==> config.mk <==
export PLATFORM = sky130hd
export DESIGN_NAME = reg_bank4x16_flat
export DESIGN_NICKNAME = d
export VERILOG_FILES = /design/src/rtl/reg_bank_pkg.sv /design/src/rtl/reg_bank4x16_if.sv /design/src/rtl/mux4way16.sv /design/src/rtl/reg_bank4x16.sv /design/src/flat_wrapper.sv
export SDC_FILE = /design/constraint.sdc
export NUM_CORES = 1
export LEC_CHECK = 0
export BUFFER_PORTS_ARGS = -buffer_cell sky130_fd_sc_hd__buf_2
export CORE_MARGIN = 5
export CORE_UTILIZATION = 37
export DETAILED_ROUTE_END_ITERATION = 8
export PLACE_DENSITY = 0.72
export SKIP_CTS_REPAIR_TIMING = 1
export SYNTH_ARGS = -nofsm -noshare
export SYNTH_HDL_FRONTEND = slang
export SYNTH_SLANG_ARGS = --single-unit
==> constraint.sdc <==
create_clock -name clk -period 2.1 [get_ports clk]
set_input_delay 0.105 -clock clk [delete_from_list [all_inputs] [get_ports clk]]
set_output_delay 0.105 -clock clk [all_outputs]
set_load 0.05 [all_outputs]
==> src/rtl/reg_bank_pkg.sv <==
// Shared definitions for the four-entry register bank feeding the 4-to-1 datapath mux.
//   WIDTH      : data width of each entry and of the mux output
//   NREGS      : entry count (fixed at 4 because the mux select is 2 bits)
//   state_t    : scan sequencer states
package reg_bank_pkg;

  localparam int unsigned WIDTH = 16;
  localparam int unsigned NREGS = 4;

  typedef enum logic [1:0] {
    IDLE = 2'd0,
    SCAN = 2'd1,
    DONE = 2'd2
  } state_t;

endpackage

==> src/rtl/reg_bank4x16_if.sv <==
// Bus bundle between the register bank and its user.
//   write side : wr_en, wr_addr, wr_data, clr_all
//   read side  : rd_addr, a, b, c, d, sel, out
//   scan side  : scan_start, scan_busy, scan_valid, scan_idx, scan_done
// master drives requests and observes results; slave is the register bank.
interface reg_bank4x16_if;
  import reg_bank_pkg::*;

  logic             wr_en;
  logic [1:0]       wr_addr;
  logic [WIDTH-1:0] wr_data;
  logic             clr_all;
  logic [1:0]       rd_addr;
  logic             scan_start;
  logic [WIDTH-1:0] a;
  logic [WIDTH-1:0] b;
  logic [WIDTH-1:0] c;
  logic [WIDTH-1:0] d;
  logic [1:0]       sel;
  logic [WIDTH-1:0] out;
  logic             scan_busy;
  logic             scan_valid;
  logic [1:0]       scan_idx;
  logic             scan_done;

  modport master (
    output wr_en, wr_addr, wr_data, clr_all, rd_addr, scan_start,
    input  a, b, c, d, sel, out, scan_busy, scan_valid, scan_idx, scan_done
  );

  modport slave (
    input  wr_en, wr_addr, wr_data, clr_all, rd_addr, scan_start,
    output a, b, c, d, sel, out, scan_busy, scan_valid, scan_idx, scan_done
  );

endinterface

==> src/rtl/mux4way16.sv <==
// 16-bit 4-to-1 multiplexer of the CPU datapath.
//   a, b, c, d : data inputs (sel = 0, 1, 2, 3)
//   sel        : 2-bit select
//   out        : selected input
module mux4way16
  import reg_bank_pkg::*;
(
  input  logic [WIDTH-1:0] a,
  input  logic [WIDTH-1:0] b,
  input  logic [WIDTH-1:0] c,
  input  logic [WIDTH-1:0] d,
  input  logic [1:0]       sel,
  output logic [WIDTH-1:0] out
);

  always_comb begin
    case (sel)
      2'd0:    out = a;
      2'd1:    out = b;
      2'd2:    out = c;
      default: out = d;
    endcase
  end

endmodule

==> src/rtl/reg_bank4x16.sv <==
// Four-entry register bank driving the datapath mux, with a scan sequencer
// that streams entries 0..3 out through the mux for register dump.
//   clk : system clock, rising edge
//   rst : synchronous active-high reset (aborts any scan)
//   bus : slave side of reg_bank4x16_if (writes, clear, reads, scan control/status)
module reg_bank4x16
  import reg_bank_pkg::*;
(
  input logic            clk,
  input logic            rst,
  reg_bank4x16_if.slave  bus
);

  logic [WIDTH-1:0] regs [NREGS];
  state_t           state, state_next;
  logic [1:0]       idx, idx_next;

  // Storage: clear wins over a same-cycle write.
  always_ff @(posedge clk) begin
    if (rst || bus.clr_all) begin
      for (int unsigned i = 0; i < NREGS; i++) regs[i] <= '0;
    end else if (bus.wr_en) begin
      regs[bus.wr_addr] <= bus.wr_data;
    end
  end

  always_ff @(posedge clk) begin
    if (rst) begin
      state <= IDLE;
      idx   <= '0;
    end else begin
      state <= state_next;
      idx   <= idx_next;
    end
  end

  // Scan start is only honoured in IDLE or DONE; it is never queued during SCAN.
  always_comb begin
    state_next = state;
    idx_next   = idx;
    case (state)
      IDLE: begin
        if (bus.scan_start) begin
          state_next = SCAN;
          idx_next   = '0;
        end
      end
      SCAN: begin
        if (idx == 2'd3) state_next = DONE;
        else             idx_next   = idx + 2'd1;
      end
      DONE: begin
        if (bus.scan_start) begin
          state_next = SCAN;
          idx_next   = '0;
        end else begin
          state_next = IDLE;
        end
      end
      default: state_next = IDLE;
    endcase
  end

  assign bus.a          = regs[0];
  assign bus.b          = regs[1];
  assign bus.c          = regs[2];
  assign bus.d          = regs[3];
  assign bus.scan_busy  = (state == SCAN);
  assign bus.scan_valid = (state == SCAN);
  assign bus.scan_done  = (state == DONE);
  assign bus.scan_idx   = idx;
  assign bus.sel        = (state == SCAN) ? idx : bus.rd_addr;

  mux4way16 u_mux (
    .a   (regs[0]),
    .b   (regs[1]),
    .c   (regs[2]),
    .d   (regs[3]),
    .sel (bus.sel),
    .out (bus.out)
  );

endmodule

==> src/flat_wrapper.sv <==
// flat-port wrapper written by rule: the top's interface ports become plain ports
module reg_bank4x16_flat import reg_bank_pkg::*;
  (clk, rst, bus_wr_en, bus_wr_addr, bus_wr_data, bus_clr_all, bus_rd_addr, bus_scan_start, bus_a, bus_b, bus_c, bus_d, bus_sel, bus_out, bus_scan_busy, bus_scan_valid, bus_scan_idx, bus_scan_done);
  reg_bank4x16_if bus_i ();
  input logic clk;
  input logic rst;
  input wire logic [$bits(bus_i.wr_en)-1:0] bus_wr_en;
  input wire logic [$bits(bus_i.wr_addr)-1:0] bus_wr_addr;
  input wire logic [$bits(bus_i.wr_data)-1:0] bus_wr_data;
  input wire logic [$bits(bus_i.clr_all)-1:0] bus_clr_all;
  input wire logic [$bits(bus_i.rd_addr)-1:0] bus_rd_addr;
  input wire logic [$bits(bus_i.scan_start)-1:0] bus_scan_start;
  output wire logic [$bits(bus_i.a)-1:0] bus_a;
  output wire logic [$bits(bus_i.b)-1:0] bus_b;
  output wire logic [$bits(bus_i.c)-1:0] bus_c;
  output wire logic [$bits(bus_i.d)-1:0] bus_d;
  output wire logic [$bits(bus_i.sel)-1:0] bus_sel;
  output wire logic [$bits(bus_i.out)-1:0] bus_out;
  output wire logic [$bits(bus_i.scan_busy)-1:0] bus_scan_busy;
  output wire logic [$bits(bus_i.scan_valid)-1:0] bus_scan_valid;
  output wire logic [$bits(bus_i.scan_idx)-1:0] bus_scan_idx;
  output wire logic [$bits(bus_i.scan_done)-1:0] bus_scan_done;
  assign bus_i.wr_en = bus_wr_en;
  assign bus_i.wr_addr = bus_wr_addr;
  assign bus_i.wr_data = bus_wr_data;
  assign bus_i.clr_all = bus_clr_all;
  assign bus_i.rd_addr = bus_rd_addr;
  assign bus_i.scan_start = bus_scan_start;
  assign bus_a = bus_i.a;
  assign bus_b = bus_i.b;
  assign bus_c = bus_i.c;
  assign bus_d = bus_i.d;
  assign bus_sel = bus_i.sel;
  assign bus_out = bus_i.out;
  assign bus_scan_busy = bus_i.scan_busy;
  assign bus_scan_valid = bus_i.scan_valid;
  assign bus_scan_idx = bus_i.scan_idx;
  assign bus_scan_done = bus_i.scan_done;
  reg_bank4x16 u_core (.clk(clk), .rst(rst), .bus(bus_i));
endmodule
==> metrics <==
status complete, but fails checks; violated checks setup timing; post-synthesis cell count roughly 260; most frequent cells in the layout 95 x buf_2, 64 x edfxtp_1, 48 x nand2_1, 48 x and2_1, 20 x buf_4; final slew viol count 0; Clock Skew approximately 0.0035 ns; Final nets 415; Syn Area/Cell approximately 12 µm²; sequential share of the synthesized area 0.645; CTS Buffer Depth 2; R2R setup slack approximately 0.82 ns; Worst-path clk slew roughly 0.070 ns; Final Util 0.544; Max Fclk approximately 460 MHz; Sw Ratio 0.324; unrepaired setup endpoints after global routing yes; pwr/cell area about 880 nW/µm²; Post-Place Cell Area about 4000 µm²; share of layout cells above drive strength 1 0.457; CTS H-Tree Depth 3; DR vias 2482; final instance area approximately 4400 µm²; Worst setup EP type primary output; 1st-iter DRT viols 107; setup ws final -0.0599 ns; total CTS buffers 9; Internal Power roughly 2700 µW; # diodes 0; MaxCap Viol Count 0; Critical Path Fanout Max 6; port buffer count 111; critical path required time 2.00 ns; detailed-route DRC error count 0; Post-Syn Area between 3000 and 4000 µm²; pin count of the biggest net entering global routing 34; Yosys cell types 28; row count 33; final hold violations 0; Leak between 0.0015 and 0.002 µW; antenna violations before repair 0; grt total ovfl 0; worst hold-check path type in2reg; r2r startpoint u_core.bus.scan_idx[0]; Initial Util 0.380; gr usage total 0.172; global-route wire length before repair around 13000 µm; Worst slew margin 0.752; die height 102 µm; final worst path period share 1.03; Worst R2R End u_core.bus.scan_idx[1]; P&R area growth vs syn 43.3%; clk sink count around 70; insertion delay to the later sink of the worst-skew pair about 0.33 ns; HPWL Detailed roughly 6200 µm; Chip Width about 100 µm; hold slack 0.0565 ns; synthesized flop and latch total 68; CTS tree yes; area occupied by multi-input gates 1150 µm²; post-DR vias/cell approximately 5.0; DIE AREA slightly above 10000 µm²; post-route ant nets 0; critical path type reg2out; sequential group share of total power 0.412; Mapped Nets between 200 and 300; router iterations before antenna repair 4; clock group share of total power 0.323; # IOs about 110; min cycle time layout approximately 2.2 ns; placeable core region 8180 µm²; Comb pwr share 0.264; CTS Root Cell clkbuf_8; vias in the first global route 2585; Tot Pwr about 4000 µW; Worst Max-Slew Pin Slew about 0.37 ns; Ys Warns 0; Wirelength per Cell around 18 µm; Max VDD drop between 0.3 and 0.4 mV; commonest non-fill, non-tap cell in the layout buf_2; hold path endpoint u_core.state[0]; startpoint types flip-flop; GP Congestion ~0.75; CP Data Arrival Time 2.05 ns; final setup fails 16; Post-Route WL slightly below 9000 µm; FF/Latch Area around 2000 µm²; Hold Crit Depth 3; Reg2Reg Depth 5; Net Sw Power 1270 µW; filler instances a little over 700; hold_sp bus_scan_start
==> power groups by stage <==
stage	sequential (µW)	clock (µW)	combinational, µW
after detailed placement	1650	0	948
after global placement	1650	0	935
final	1620	1270	1040
after global routing	1630	1350	1090
after floorplan	1940	0	395
after CTS	1620	1290	949
==> final cells by class <==
cell class / instances / area share
clock buffers: 11 / 0.0295
multi-input cells: 170 / 0.259
inverters: 2 / 0.00450
flip-flops and latches: 68 / 0.450
well taps: 105 / 0.0295
clock inverters: 5 / 0.0225
repair buffers: 138 / 0.205
==> Yosys cell counts (all sizes together) <==
cell / number / area (µm²)
a21oi: 17 / 85.1
a32oi: 17 / 149
and2: 48 / 300
and2b: 1 / 10.0
and3: 16 / 100
and3b: 1 / 8.76
buf: 9 / 62.6
clkbuf: 7 / 26.3
dfxtp: 4 / 80.1
edfxtp: 64 / 1920
ha: 1 / 12.5
inv: 2 / 10.0
mux2i: 3 / 46.3
nand2: 51 / 191
nand2b: 2 / 12.5
nand3: 1 / 5.00
nor2: 5 / 18.8
nor2b: 1 / 6.26
nor3: 1 / 10.0
nor3b: 3 / 32.5
o21ai: 1 / 5.00
xor2: 1 / 8.76
==> state kept, by name (all words and copies together), names as in the netlist <==
signal               count
u_core.bus.scan_idx      2
u_core.regs             64
u_core.state             2
==> cells by family after synthesis <==
| kind of cell | share of synthesized area |
|---|---|
| adder cells (fa/ha/maj) | 0.00403 |
| flip-flops | 0.645 |
| AND/OR/NAND/NOR | 0.224 |
| AO/OA/AOI/OAI | 0.0770 |
| multiplexers | 0.0149 |
| buffers and inverters | 0.0319 |
| XOR/XNOR | 0.00282 |
==> critical path, cell delays in order (launching register included) <==
cell	delay, ns
dfxtp_2	0.32
and2b_4	0.28
mux2i_4	0.36
buf_12	0.18
buf_8	0.13
nand2_1	0.07
a32oi_2	0.21
buf_6	0.19
==> worst max-delay path by stage <==
| stage | startpoint | endpoint | slack (ns) | cells past startpoint |
|---|---|---|---|---|
| floorplan | u_core.state[0] | bus_out[0] | 0.04 | 5 |
| global placement | u_core.state[1] | bus_out[10] | 0.29 | 6 |
| detailed placement | u_core.state[1] | bus_out[10] | 0.21 | 6 |
| CTS | u_core.state[1] | bus_out[10] | -0.16 | 6 |
| global route | u_core.state[1] | bus_out[2] | -0.17 | 7 |
| finish | u_core.state[1] | bus_out[2] | -0.06 | 7 |
==> metal layers <==
layer | part of all wire | wire (µm) | vias up | track usage
met2 | 0.53 | 4750 | 85 | 0.309
met3 | 0.057 | 511 | 10 | 0.0303
li1 | - | - | 1186 | -
met4 | 0.017 | 148 | 0 | 0.0624
met5 | 0 | 0 | - | 0
met1 | 0.39 | 3480 | 1201 | 0.206
==> stage by stage <==
| step | setup slack (ns) | cells | TNS, ns |
|---|---|---|---|
| global placement | 0.293 | 476 | 0 |
| floorplan | 0.0411 | 256 | 0 |
| global route | -0.173 | 499 | -2.16 |
| detailed placement | 0.210 | 476 | 0 |
| finish | -0.0599 | 499 | -0.760 |
| CTS | -0.157 | 492 | -1.61 |
No activity file was read; power rests on OpenSTA's default activity.
